--- src/rtl/mtp_access_arbiter.sv ---
// mtp_access_arbiter
// Shares the single MTP interface engine (IE) between the power-up init loader,
// the parameter loader and the OCU (read and write). Fixed priority
// init > OCU_wr > OCU_rd > par, decided only in IDLE, no preemption.
// Optional job watchdog: define MTP_TIMEOUT_EN.
module mtp_access_arbiter #(
  parameter int PULSE_CYC = 2,
  parameter int TO_CYC    = 4095
) (
  input  logic        clk_1_92m,
  input  logic        rst_n,
  input  logic        req_init,
  input  logic        req_par,
  input  logic        req_OCU_rd,
  input  logic        req_OCU_wr,
  input  logic [5:0]  ptr_init,
  input  logic [5:0]  len_init,
  input  logic [5:0]  ptr_par,
  input  logic [5:0]  len_par,
  input  logic [5:0]  ptr_OCU,
  input  logic [5:0]  len_OCU,
  input  logic        word_done_ie,
  input  logic        job_done_ie,
  input  logic [15:0] mtp_data_ie,
  output logic        ie_en,
  output logic [5:0]  pointer_init,
  output logic [5:0]  length_init,
  output logic [5:0]  pointer_par,
  output logic [5:0]  length_par,
  output logic [5:0]  pointer_OCU,
  output logic [5:0]  length_OCU,
  output logic        read_en_init,
  output logic        read_en_par,
  output logic        read_en_OCU,
  output logic        wr_pulse,
  output logic        gnt_init,
  output logic        gnt_par,
  output logic        gnt_OCU,
  output logic        done_init,
  output logic        done_par,
  output logic        done_OCU,
  output logic        word_vld,
  output logic [15:0] rd_word,
  output logic        err
);

  typedef enum logic [2:0] {IDLE, ARM, ISSUE, BUSY, DONE} state_t;
  typedef enum logic [1:0] {SRC_INIT, SRC_PAR, SRC_OCU_RD, SRC_OCU_WR} src_t;

  if (PULSE_CYC < 1 || PULSE_CYC > 7 || TO_CYC < 2 || TO_CYC > 4095) begin : g_bad_params
    $error("mtp_access_arbiter: PULSE_CYC or TO_CYC out of range");
  end

  state_t      state, state_nxt;
  src_t        src, win_src;
  logic        win;
  logic [5:0]  win_ptr, win_len;
  logic [5:0]  len_q;
  logic [2:0]  pulse_cnt;
  logic [6:0]  word_cnt, words_at_jd;
  logic        err_flag;
  logic [1:0]  wd_sync, jd_sync;
  logic        wd_prev, jd_prev;
  logic        wd_rise, jd_rise;
  logic        is_read, in_job;
  logic        timeout_hit;

  assign wd_rise     = wd_sync[1] & ~wd_prev;
  assign jd_rise     = jd_sync[1] & ~jd_prev;
  assign is_read     = (src != SRC_OCU_WR);
  assign in_job      = (state == ISSUE) || (state == BUSY);
  assign words_at_jd = word_cnt + {6'd0, wd_rise};

  // Bring the IE's asynchronous done strobes into clk_1_92m and edge-detect them
  always_ff @(posedge clk_1_92m or negedge rst_n) begin
    if (!rst_n) begin
      wd_sync <= 2'b00;
      jd_sync <= 2'b00;
      wd_prev <= 1'b0;
      jd_prev <= 1'b0;
    end else begin
      wd_sync <= {wd_sync[0], word_done_ie};
      jd_sync <= {jd_sync[0], job_done_ie};
      wd_prev <= wd_sync[1];
      jd_prev <= jd_sync[1];
    end
  end

  // Fixed-priority pick of the winning requester; writes always move one word
  always_comb begin
    win     = 1'b1;
    win_src = SRC_PAR;
    win_ptr = ptr_par;
    win_len = len_par;
    if (req_init) begin
      win_src = SRC_INIT;
      win_ptr = ptr_init;
      win_len = len_init;
    end else if (req_OCU_wr) begin
      win_src = SRC_OCU_WR;
      win_ptr = ptr_OCU;
      win_len = 6'd1;
    end else if (req_OCU_rd) begin
      win_src = SRC_OCU_RD;
      win_ptr = ptr_OCU;
      win_len = len_OCU;
    end else if (!req_par) begin
      win = 1'b0;
    end
  end

`ifdef MTP_TIMEOUT_EN
  logic [11:0] to_cnt;

  // Job watchdog: ARM counts as cycle 0, so DONE lands TO_CYC cycles after ARM
  always_ff @(posedge clk_1_92m or negedge rst_n) begin
    if (!rst_n)            to_cnt <= 12'd0;
    else if (state == ARM) to_cnt <= 12'd0;
    else if (in_job)       to_cnt <= to_cnt + 12'd1;
  end

  assign timeout_hit = in_job && (to_cnt == 12'(TO_CYC - 2));
`else
  assign timeout_hit = 1'b0;
`endif

  // State register
  always_ff @(posedge clk_1_92m or negedge rst_n) begin
    if (!rst_n) state <= IDLE;
    else        state <= state_nxt;
  end

  // Next-state logic and the IE/requester strobes decoded from state and owner
  always_comb begin
    state_nxt    = state;
    ie_en        = 1'b0;
    gnt_init     = 1'b0;
    gnt_par      = 1'b0;
    gnt_OCU      = 1'b0;
    read_en_init = 1'b0;
    read_en_par  = 1'b0;
    read_en_OCU  = 1'b0;
    wr_pulse     = 1'b0;
    done_init    = 1'b0;
    done_par     = 1'b0;
    done_OCU     = 1'b0;
    err          = 1'b0;
    if (state != IDLE) begin
      gnt_init = (src == SRC_INIT);
      gnt_par  = (src == SRC_PAR);
      gnt_OCU  = (src == SRC_OCU_RD) || (src == SRC_OCU_WR);
    end
    case (state)
      IDLE: begin
        if (win) state_nxt = (win_src != SRC_OCU_WR && win_len == 6'd0) ? DONE : ARM;
      end
      ARM: begin
        ie_en     = 1'b1;
        state_nxt = ISSUE;
      end
      ISSUE: begin
        ie_en        = 1'b1;
        read_en_init = (src == SRC_INIT);
        read_en_par  = (src == SRC_PAR);
        read_en_OCU  = (src == SRC_OCU_RD);
        wr_pulse     = (src == SRC_OCU_WR);
        if (timeout_hit)                             state_nxt = DONE;
        else if (pulse_cnt == 3'(PULSE_CYC - 1))     state_nxt = BUSY;
      end
      BUSY: begin
        ie_en = 1'b1;
        if (jd_rise || timeout_hit) state_nxt = DONE;
      end
      DONE: begin
        done_init = (src == SRC_INIT);
        done_par  = (src == SRC_PAR);
        done_OCU  = (src == SRC_OCU_RD) || (src == SRC_OCU_WR);
        err       = err_flag;
        state_nxt = IDLE;
      end
      default: state_nxt = IDLE;
    endcase
  end

  // Job context, IE pointer/length registers, word capture and error tracking
  always_ff @(posedge clk_1_92m or negedge rst_n) begin
    if (!rst_n) begin
      src          <= SRC_INIT;
      len_q        <= 6'd0;
      pulse_cnt    <= 3'd0;
      word_cnt     <= 7'd0;
      err_flag     <= 1'b0;
      word_vld     <= 1'b0;
      rd_word      <= 16'h0000;
      pointer_init <= 6'h00;
      length_init  <= 6'h00;
      pointer_par  <= 6'h00;
      length_par   <= 6'h00;
      pointer_OCU  <= 6'h00;
      length_OCU   <= 6'h00;
    end else begin
      word_vld <= 1'b0;
      case (state)
        IDLE: begin
          if (win) begin
            src      <= win_src;
            len_q    <= win_len;
            word_cnt <= 7'd0;
            err_flag <= 1'b0;
            case (win_src)
              SRC_INIT: begin pointer_init <= win_ptr; length_init <= win_len; end
              SRC_PAR:  begin pointer_par  <= win_ptr; length_par  <= win_len; end
              default:  begin pointer_OCU  <= win_ptr; length_OCU  <= win_len; end
            endcase
          end
        end
        ARM:     pulse_cnt <= 3'd0;
        ISSUE:   pulse_cnt <= pulse_cnt + 3'd1;
        default: ;
      endcase
      if (in_job && wd_rise && is_read) begin
        rd_word  <= mtp_data_ie;
        word_vld <= 1'b1;
        word_cnt <= word_cnt + 7'd1;
      end
      if (state == BUSY && jd_rise && is_read && words_at_jd != {1'b0, len_q})
        err_flag <= 1'b1;
      if (timeout_hit)
        err_flag <= 1'b1;
    end
  end

endmodule
--- config.mk ---
export PLATFORM = sky130hd
export DESIGN_NAME = mtp_access_arbiter
export DESIGN_NICKNAME = d
export VERILOG_FILES = /design/src/rtl/mtp_access_arbiter.sv
export SDC_FILE = /design/constraint.sdc
export NUM_CORES = 1
export LEC_CHECK = 0
export BUFFER_PORTS_ARGS = -buffer_cell sky130_fd_sc_hd__buf_4
export CORE_MARGIN = 1.5
export CORE_UTILIZATION = 42
export DETAILED_ROUTE_END_ITERATION = 8
export PLACE_DENSITY = 0.78
export SLEW_MARGIN = 20
export SYNTH_ARGS = -nofsm -noshare
export SYNTH_HDL_FRONTEND = slang
export SYNTH_SLANG_ARGS = --single-unit
--- constraint.sdc ---
create_clock -name clk_1_92m -period 4.1 [get_ports clk_1_92m]
set_input_delay 0.615 -clock clk_1_92m [delete_from_list [all_inputs] [get_ports clk_1_92m]]
set_output_delay 0.615 -clock clk_1_92m [all_outputs]
set_load 0.01 [all_outputs]
==> impl_metrics.yaml <==
yosys:
  syn_area_per_cell_um2: 9.51
  synth_xor_area_frac: 0.0120
  synth_ff_type: "dfrtp_1"
  ys_ff_latch: 81
  ys_seq_area_frac: 0.554
  ys_types: 43
  yosys.area.top_type: "dfrtp_1"
  synth_warnings: 0
  synth_top_family_by_area: "simple AND/OR/NAND/NOR gates"
  synth-simple-area-share: 0.192
  synth.cell_area_um2: 3660
  synth_adder_area_share: 0.0171
  synth_compound_area_frac: 0.149
  synthArstFlopShare: 1.00
  ys_top_cells_by_count: "108 x nand2_1, 81 x dfrtp_1, 54 x o21ai_0, 18 x nor2_1, 17 x clkbuf_1"
  yosys-top-cells-area: "dfrtp_1 55%, nand2_1 11%, o21ai_0 7.4%, mux2_2 2.5%, nor2_1 1.8%"
  synth_most_common_cell: "nand2_1"
  yosys-mux-area-fraction: 0.0455
  synth_edf_count: 0
  synth_top_cell_area_share: 0.554
  synthCells: 385
  syn_nets: 450
timing:
  finalMaxSlewViolations: 0
  holdWs_ps: 281
  fin_worst_skew_ps: 9.29
  max_freq_mhz: 345
  tightestPinTransition_ps: 819
  setup_tns_ps: 0
  rsz0062_at_grt: "no"
  fin_ws_ps: 1200
  hold_viol_final: 0
  period_needed_ps: 2900
  finalCritPeriodShare: 0.707
  setup_viol: 0
  relSlewSlack: 0.452
critical_path:
  worstPathArrival_ps: 3130
  endpoint_kind: "register"
  slowest_stage: "inv_1"
  worstReg2RegStart: "state[1]$_DFFE_PN0P_"
  critPathKind: "reg -> reg"
  cp-start-kind: "register"
  ff2ff_setup_slack_ps: 1200
  max_stage_delay_ps: 770
  crit_required_ps: 4330
  worstPathCellList: "nor2b_1, nand3_1, inv_1, nand4_1, o211ai_1, o31ai_1"
  crit_fanout: 22
  crit_path_start: "state[1]$_DFFE_PN0P_"
route:
  routed_wl_mm: 9.50
  vias: 3159
  drtIter0Drc: 215
  firstDrtPassIters: 4
  drc: 0
  drtAntennaViolNets: 0
  avgViaCountPerCell: 5.19
  wire_per_inst_um: 15.6
clock_network:
  clkSinkCount: 81
  clk_pin_slew_ps: 80
  ctsRootBufferMaster: "clkbuf_8"
  cts_hold_buf: 0
  htreeDepth: 3
  cts_tree: "yes"
  cts_resized: 0
  cts_buffers: 9
  clk_latency_ps: 350
  post_cts_buffers: 0
  clk_path_buf_depth: 2
pwr:
  p_leak_nw: 2.43
  finalPower_mw: 3.39
  ir_drop_mv: 0.396
  powerDensity_nw_per_um2: 692
die:
  start_util: 0.439
  die_w_um: 96.4
  rows: 33
  ioPinCount: 125
  dieHeight_um: 96.4
  die_area_um2: 9290
  core-area_um2: 8340
final_layout:
  fillers: 742
  stdcell_area_um2: 4890
  num-nets-final: 564
  multiInputGateArea_um2: 1520
  stdcell_count: 609
  fin_util: 0.587
  syn2layout_area_growth_pct: 33.7
  antenna_cells: 0
  regArea_um2: 2030
  drive_gt1_frac: 0.308
global_routing:
  grt_usage: 0.217
  grt_pass1_wl_mm: 15.1
  grt_max_degree: 82
  grt_pass1_vias: 3115
  overflow: 0
  antenna_found_initial: 0
run:
  cap_violations: 0
place:
  place_ws_ps: 1260
  dp_hpwl_mm: 6.90
  place_area_um2: 4640
  io_buffer_count: 124
  dp_cells: 593
  gp_congestion: 0.819
status:
  status: "complete, no violations"
min_path:
  hp-class: "in -> async"
area by class of cell:
class	instances	area share
sequential	81	0.414
multi-input combinational	277	0.311
timing repair buffer	125	0.192
clock buffer	12	0.0317
tap	105	0.0268
clock inverter	4	0.0202
inverter	5	0.00383
cell usage in the layout, fill, tap and decap left out, types with 3 or more instances in the layout:
cell | Yosys | layout
buf_4 | 0 | 124
clkbuf_8 | 0 | 11
or3_1 | 3 | 3
and2_1 | 3 | 3
xor2_1 | 3 | 3
nor3b_1 | 3 | 3
nand4_1 | 3 | 3
o21ai_0 | 54 | 53
mux2i_1 | 5 | 5
o31ai_1 | 3 | 3
nor2b_1 | 5 | 5
o41ai_1 | 4 | 4
mux2_2 | 8 | 8
bufinv_16 | 0 | 3
dfrtp_1 | 81 | 81
nand2_1 | 108 | 108
a21oi_1 | 11 | 11
inv_1 | 5 | 5
nand2b_1 | 4 | 4
nand3_1 | 6 | 6
ha_1 | 5 | 5
nor2_1 | 18 | 18
nor3_1 | 4 | 4
routing by layer:
layer	GRT usage	share of wire	wire length (µm)
met3	0.0434	0.053	504
met1	0.287	0.44	4160
met2	0.342	0.48	4580
met5	0	0	0
met4	0.105	0.026	250
power breakdown:
group / internal, mW / leakage, nW / switching (mW)
registers: 1.12 / 1.02 / 0.253
clock network: 0.439 / 0.127 / 0.286
logic: 0.635 / 1.28 / 0.651
path summary, 6_finish.rpt:
kind / cells past startpoint / end
min reg2reg: 0 / jd_sync[1]$_DFF_PN0_
min: 1 / pulse_cnt[1]$_DFFE_PN0P_
max in group asynchronous: 1 / rd_word[15]$_DFFE_PN0P_
max: 6 / word_cnt[5]$_DFFE_PN0P_
min in group clk_1_92m: 0 / jd_sync[1]$_DFF_PN0_
max reg2reg: 6 / word_cnt[5]$_DFFE_PN0P_
critical path: cells and delay by family, from the launching register on:
family / cells / cell delay (ps)
AO/OA/AOI/OAI: 2 / 350
buffers and inverters: 1 / 770
AND/OR/NAND/NOR: 3 / 1090
flip-flops: 1 / 580
cells by family (layout without fill, tap and decap cells):
family | after synthesis | after routing
and+or+nand+nor | 163 | 163
muxes | 15 | 15
buffers and inverters | 27 | 146
AOI/OAI and AO/OA | 89 | 89
xor gates and xnor gates | 5 | 5
adders and majority gates | 5 | 5
DFF | 81 | 81
registers in the layout, indices dropped and copies added, names as in the netlist, 2 cells and up:
name / count
rd_word: 16
word_cnt: 7
len_q: 6
length_OCU: 6
length_init: 6
length_par: 6
pointer_OCU: 6
pointer_init: 6
pointer_par: 6
pulse_cnt: 3
state: 3
jd_sync: 2
src: 2
wd_sync: 2
No activity file was read; power rests on OpenSTA's default activity.
